### src/rtl/acumulador_ula.sv
// rtl/acumulador_ula.sv - accumulator around a WIDTH-bit ALU with shift-add multiply (optional: ALU_SATURATE_EN)
module acumulador_ula #(
  parameter int WIDTH = 4
) (
  input  logic             clk,
  input  logic             reset,
  input  logic             start,
  input  logic [2:0]       op,
  input  logic [WIDTH-1:0] b,
  output logic [WIDTH-1:0] acc,
  output logic             cout,
  output logic             ovfw,
  output logic             eq,
  output logic             gt,
  output logic             zero,
  output logic             busy,
  output logic             done,
  output logic             err
);

  localparam int CNT_W = $clog2(WIDTH) + 1;

  localparam logic [2:0] OP_LOAD = 3'b000;
  localparam logic [2:0] OP_ADD  = 3'b001;
  localparam logic [2:0] OP_SUB  = 3'b010;
  localparam logic [2:0] OP_CMP  = 3'b011;
  localparam logic [2:0] OP_NOT  = 3'b100;
  localparam logic [2:0] OP_MUL  = 3'b101;

  typedef enum logic [1:0] {
    S_IDLE = 2'd0,
    S_MUL  = 2'd1,
    S_FIN  = 2'd2
  } state_t;

  state_t             state_q, state_d;
  logic [WIDTH-1:0]   acc_q, acc_d;
  logic               cout_q, cout_d;
  logic               ovfw_q, ovfw_d;
  logic               eq_q, eq_d;
  logic               gt_q, gt_d;
  logic               busy_q, busy_d;
  logic               done_q, done_d;
  logic               err_q, err_d;
  logic [2*WIDTH-1:0] mcand_q, mcand_d;
  logic [WIDTH-1:0]   mplier_q, mplier_d;
  logic [2*WIDTH-1:0] prod_q, prod_d;
  logic [CNT_W-1:0]   cnt_q, cnt_d;

  logic [WIDTH:0]     add_sum;
  logic [WIDTH:0]     sub_diff;
  logic               add_ovf;
  logic               sub_ovf;
  logic [2*WIDTH-1:0] prod_next;
  logic               prod_trunc;

  // ALU datapath shared by single-cycle ops and the multiply iteration
  always_comb begin
    add_sum    = {1'b0, acc_q} + {1'b0, b};
    sub_diff   = {1'b0, acc_q} - {1'b0, b};
    add_ovf    = (acc_q[WIDTH-1] == b[WIDTH-1]) && (add_sum[WIDTH-1] != acc_q[WIDTH-1]);
    sub_ovf    = (acc_q[WIDTH-1] != b[WIDTH-1]) && (sub_diff[WIDTH-1] != acc_q[WIDTH-1]);
    prod_next  = prod_q + (mplier_q[0] ? mcand_q : '0);
    prod_trunc = |prod_next[2*WIDTH-1:WIDTH];
  end

  // Next-state and next-register computation for the IDLE/MUL/FIN controller
  always_comb begin
    state_d  = state_q;
    acc_d    = acc_q;
    cout_d   = cout_q;
    ovfw_d   = ovfw_q;
    eq_d     = eq_q;
    gt_d     = gt_q;
    busy_d   = busy_q;
    done_d   = 1'b0;
    err_d    = 1'b0;
    mcand_d  = mcand_q;
    mplier_d = mplier_q;
    prod_d   = prod_q;
    cnt_d    = cnt_q;

    case (state_q)
      S_IDLE: begin
        if (start) begin
          case (op)
            OP_LOAD: begin
              acc_d  = b;
              cout_d = 1'b0;
              ovfw_d = 1'b0;
              done_d = 1'b1;
            end
            OP_ADD: begin
`ifdef ALU_SATURATE_EN
              acc_d = add_sum[WIDTH] ? '1 : add_sum[WIDTH-1:0];
`else
              acc_d = add_sum[WIDTH-1:0];
`endif
              cout_d = add_sum[WIDTH];
              ovfw_d = add_ovf;
              done_d = 1'b1;
            end
            OP_SUB: begin
`ifdef ALU_SATURATE_EN
              acc_d = sub_diff[WIDTH] ? '0 : sub_diff[WIDTH-1:0];
`else
              acc_d = sub_diff[WIDTH-1:0];
`endif
              cout_d = sub_diff[WIDTH];
              ovfw_d = sub_ovf;
              done_d = 1'b1;
            end
            OP_CMP: begin
              eq_d   = (acc_q == b);
              gt_d   = (acc_q > b);
              done_d = 1'b1;
            end
            OP_NOT: begin
              acc_d  = ~acc_q;
              cout_d = 1'b0;
              ovfw_d = 1'b0;
              done_d = 1'b1;
            end
            OP_MUL: begin
              mcand_d  = {{WIDTH{1'b0}}, acc_q};
              mplier_d = b;
              prod_d   = '0;
              cnt_d    = CNT_W'(WIDTH - 1);
              busy_d   = 1'b1;
              state_d  = S_MUL;
            end
            default: begin
              err_d  = 1'b1;
              done_d = 1'b1;
            end
          endcase
        end
      end
      S_MUL: begin
        prod_d   = prod_next;
        mcand_d  = {mcand_q[2*WIDTH-2:0], 1'b0};
        mplier_d = mplier_q >> 1;
        cnt_d    = cnt_q - 1'b1;
        // The last iteration writes the result directly so done lands WIDTH+1 edges after start
        if (cnt_q == '0) begin
`ifdef ALU_SATURATE_EN
          acc_d = prod_trunc ? '1 : prod_next[WIDTH-1:0];
`else
          acc_d = prod_next[WIDTH-1:0];
`endif
          ovfw_d  = prod_trunc;
          cout_d  = 1'b0;
          busy_d  = 1'b0;
          done_d  = 1'b1;
          state_d = S_FIN;
        end
      end
      S_FIN: begin
        state_d = S_IDLE;
      end
      default: begin
        state_d = S_IDLE;
        busy_d  = 1'b0;
      end
    endcase
  end

  // Register bank; reset aborts any multiply in flight
  always_ff @(posedge clk or posedge reset) begin
    if (reset) begin
      state_q  <= S_IDLE;
      acc_q    <= '0;
      cout_q   <= 1'b0;
      ovfw_q   <= 1'b0;
      eq_q     <= 1'b0;
      gt_q     <= 1'b0;
      busy_q   <= 1'b0;
      done_q   <= 1'b0;
      err_q    <= 1'b0;
      mcand_q  <= '0;
      mplier_q <= '0;
      prod_q   <= '0;
      cnt_q    <= '0;
    end else begin
      state_q  <= state_d;
      acc_q    <= acc_d;
      cout_q   <= cout_d;
      ovfw_q   <= ovfw_d;
      eq_q     <= eq_d;
      gt_q     <= gt_d;
      busy_q   <= busy_d;
      done_q   <= done_d;
      err_q    <= err_d;
      mcand_q  <= mcand_d;
      mplier_q <= mplier_d;
      prod_q   <= prod_d;
      cnt_q    <= cnt_d;
    end
  end

  assign acc  = acc_q;
  assign cout = cout_q;
  assign ovfw = ovfw_q;
  assign eq   = eq_q;
  assign gt   = gt_q;
  assign zero = (acc_q == '0);
  assign busy = busy_q;
  assign done = done_q;
  assign err  = err_q;

endmodule

### config.mk
export PLATFORM = sky130hd
export DESIGN_NAME = acumulador_ula
export DESIGN_NICKNAME = d
export VERILOG_FILES = /design/src/rtl/acumulador_ula.sv
export SDC_FILE = /design/constraint.sdc
export NUM_CORES = 1
export LEC_CHECK = 0
export BUFFER_PORTS_ARGS = -buffer_cell sky130_fd_sc_hd__buf_4
export CORE_MARGIN = 2
export CORE_UTILIZATION = 55
export CTS_BUF_LIST = sky130_fd_sc_hd__clkbuf_2 sky130_fd_sc_hd__clkbuf_4 sky130_fd_sc_hd__clkbuf_8
export DETAILED_ROUTE_END_ITERATION = 12
export PLACE_DENSITY = 0.78
export SYNTH_ARGS = -nofsm -noshare
export SYNTH_HDL_FRONTEND = slang
export SYNTH_SLANG_ARGS = --single-unit
### constraint.sdc
create_clock -name clk -period 2.2 [get_ports clk]
set_input_delay 0.11 -clock clk [delete_from_list [all_inputs] [get_ports clk]]
set_output_delay 0.11 -clock clk [all_outputs]
set_load 0.03 [all_outputs]
==> impl_results.md <==
* Num CTS Buffers at 5
* Syn nets at 288
* Final Hold Fails at 0
* Total GRT Usage at 24.1%
* Routed WL at 5720 microns
* Initial Utilization at 58.2%
* Share of cells above drive strength 1 at 22.2%
* Peak VDD IR at 0.000714 V
* Worst hold path type: input port to flip-flop
* Worst setup EP type: flip-flop
* Final net count at 322
* Cell Area, Synth at 2380 sq um
* WS Path Type: flip-flop to flip-flop
* RSZ-0062 raised after global routing: true
* Top Ports at 22
* First-pass GRT wire length at 9180 microns
* Leakage power at 1.45 nW
* Total of max-cap violations at 0
* Fraction of registers with async set/reset at 100%
* Clock root cell: clkbuf_8
* Worst-margin pin slew at 0.704 ns
* Status: complete, no violations
* DR iter-0 viols at 188
* # diodes at 0
* Residual DRC count at 0
* DIE WIDTH at 69.8 microns
* GP Congestion at 0.890
* Chip height at 69.8 microns
* Number of synthesized register bits at 36
* Largest net degree at the start of global routing at 37
* Number of global-route vias before repair at 1,892
* Slew Limit Fails at 0
* Clock-pin slew on the worst setup and hold paths at 0.07 ns
* Routed vias at 2,057
* Routed vias/inst at 6.00
* Row count at 23
* Drt pass-1 iters at 5
* WP data required at 2.37 ns
* Fmax at 460 MHz
* CTS H-tree lvls at 2
* CTS tree: done
* Post-DP HPWL at 4030 microns
* Detail Route Antenna Nets at 0
* Total gr overflow at 0
* Slew margin rel. at 53.0%
* Core area at 4090 sq um
* Sequential area share after synthesis at 37.9%
* Post-layout util at 70.3%
* Clock buffer depth at 2
* Setup Viol. Count Final at 0
* Top FF cell, synth: dfrtp_1
* Finished Layout Cells at 343
* Syn Inst Count at 258
* Power density over the cells at 1330 nW/um^2
* Later-pin clock latency in the skew report at 0.30 ns
* Wire per inst at 16.7 microns
* CP arrival at 2.35 ns
* Startpoint Class: flip-flop
* CTS sink cnt at 36
* Placed cell count at 330
* Peak fanout along the critical path at 2
* Die ar. at 4870 sq um
* Initial antenna violation count at 0
* Warnings from Yosys at 0
* Skew final at 0.00381 ns
* Fillers at 321
* Minimum clock period at 2.18 ns
* Unique masters post-synth at 51
* EDFF count, synth at 0
* Synth-to-Final Area Change at 20.8%
* Post-route clock period utilization at 98.9%
* Syn avg cell area at 9.22 sq um
* Port buffer count at 21
-- metrics by stage --
step	setup WS, ns	setup TNS [ns]	power [W]	cell area (sq um)	hold WS (ns)
2_1_floorplan	0.0259	0	0.00248	2380	0.243
3_3_place_gp	0.0284	0	0.00304	2640	0.242
3_5_place_dp	-0.0573	-0.0573	0.00308	2640	0.246
4_1_cts	0.0239	0	0.00376	2830	0.0700
5_1_grt	-0.0362	-0.0362	0.00410	2870	0.0715
6_report	0.0245	0	0.00383	2870	0.0722
-- path summary, 6_finish.rpt --
kind | startpoint | to | slack (ns) | cells after the start
min in group asynchronous | reset | mcand_q[6] | 0.47 | 4
worst min-delay path | b[2] | mplier_q[2] | 0.07 | 3
worst max register to register | mplier_q[0] | ovfw | 0.02 | 9
worst min register to register | busy | busy | 0.49 | 1
worst max-delay path | mplier_q[0] | ovfw | 0.02 | 9
max in group asynchronous | reset | acc[0] | 1.38 | 4
-- critical path, stage by stage (launching register included) --
cell	delay, ns
dfrtp_1	0.39
and2_1	0.15
ha_2	0.18
fa_2	0.38
a211oi_2	0.19
o21bai_1	0.12
a21oi_2	0.18
xnor2_1	0.11
o31ai_1	0.23
a31oi_1	0.10
-- routing by layer --
layer,up-vias,track usage [%],part of all wire (%)
met2,68,35.8,45
li1,992,-,-
met5,-,0,0
met4,0,7.48,2.1
met3,13,6.54,6.4
met1,984,34.5,46
-- synth_stat cells, types with 2 or more instances --
master	n	area, sq um
a21o_1	3	22.5
a31oi_1	8	50.1
xnor2_1	9	78.8
buf_2	3	15.0
a21oi_1	10	50.1
and2_1	9	56.3
nor2b_1	5	31.3
nand2b_1	4	25.0
a22oi_1	3	22.5
dfrtp_1	36	901
a222oi_1	4	40.0
nor2_1	25	93.8
a22o_1	13	114
clkbuf_1	8	30.0
a211oi_1	2	15.0
o21bai_1	3	22.5
o31ai_1	3	22.5
inv_1	17	63.8
a211o_1	2	17.5
o21ai_0	14	70.1
fa_1	3	60.1
or2_1	2	12.5
nand2_1	27	101
ha_1	17	213
xor2_1	2	17.5
-- where the power goes --
group | total, W | switching, W | internal (W)
logic | 0.00213 | 0.00120 | 0.000926
registers | 0.00111 | 0.000189 | 0.000919
clock network | 0.000588 | 0.000253 | 0.000335
total | 0.00383 | 0.00165 | 0.00218
-- cells in the final DEF (no fill, tap or decap), types with 4 or more instances in the layout --
cell,count
a31oi_1,8
a222oi_1,4
a22o_1,13
clkbuf_8,5
and2_1,8
inv_1,17
o21ai_0,14
nand2b_1,4
nor2_1,25
nand2_1,27
nor2b_1,5
a21oi_1,7
dfrtp_1,35
xnor2_1,8
ha_1,14
buf_4,37
-- cell families (layout without fill, tap and decap cells) --
| logic type | after synthesis | in the layout | synth area share [%] |
|---|---|---|---|
| simple gates | 83 | 83 | 16.7 |
| compound gates | 76 | 76 | 23.7 |
| flops | 36 | 36 | 37.9 |
| buf+inv | 30 | 65 | 5.26 |
| fa+ha+maj | 21 | 21 | 11.9 |
| xor+xnor | 11 | 11 | 4.05 |
| mux | 1 | 1 | 0.473 |
-- cell type report --
type,count,area [sq um],share of cell area [%]
clock buffers,5,68.8,2.39
clock inverters,3,42.5,1.48
inverters,17,63.8,2.22
multi-input cells,192,1420,49.5
flip-flops and latches,36,902,31.4
well taps,50,62.6,2.18
repair buffers,40,310,10.8
-- sequential cells by signal (all words and copies together), names as in the netlist --
name	flops
done	1
err	1
prod_q	8
mcand_q	8
acc	4
cnt_q	3
ovfw	1
gt	1
cout	1
eq	1
mplier_q	4
state_q	2
busy	1
-- timing repair --
item                                   CTS  global route
setup buffers                            2             3
setup endpoints to repair                1             2
gates resized for setup                 10             6
pin swaps                                7             8
endpoints found under the hold margin   36             0
hold buffers                             1             0
(Power assumes the default switching activity.)
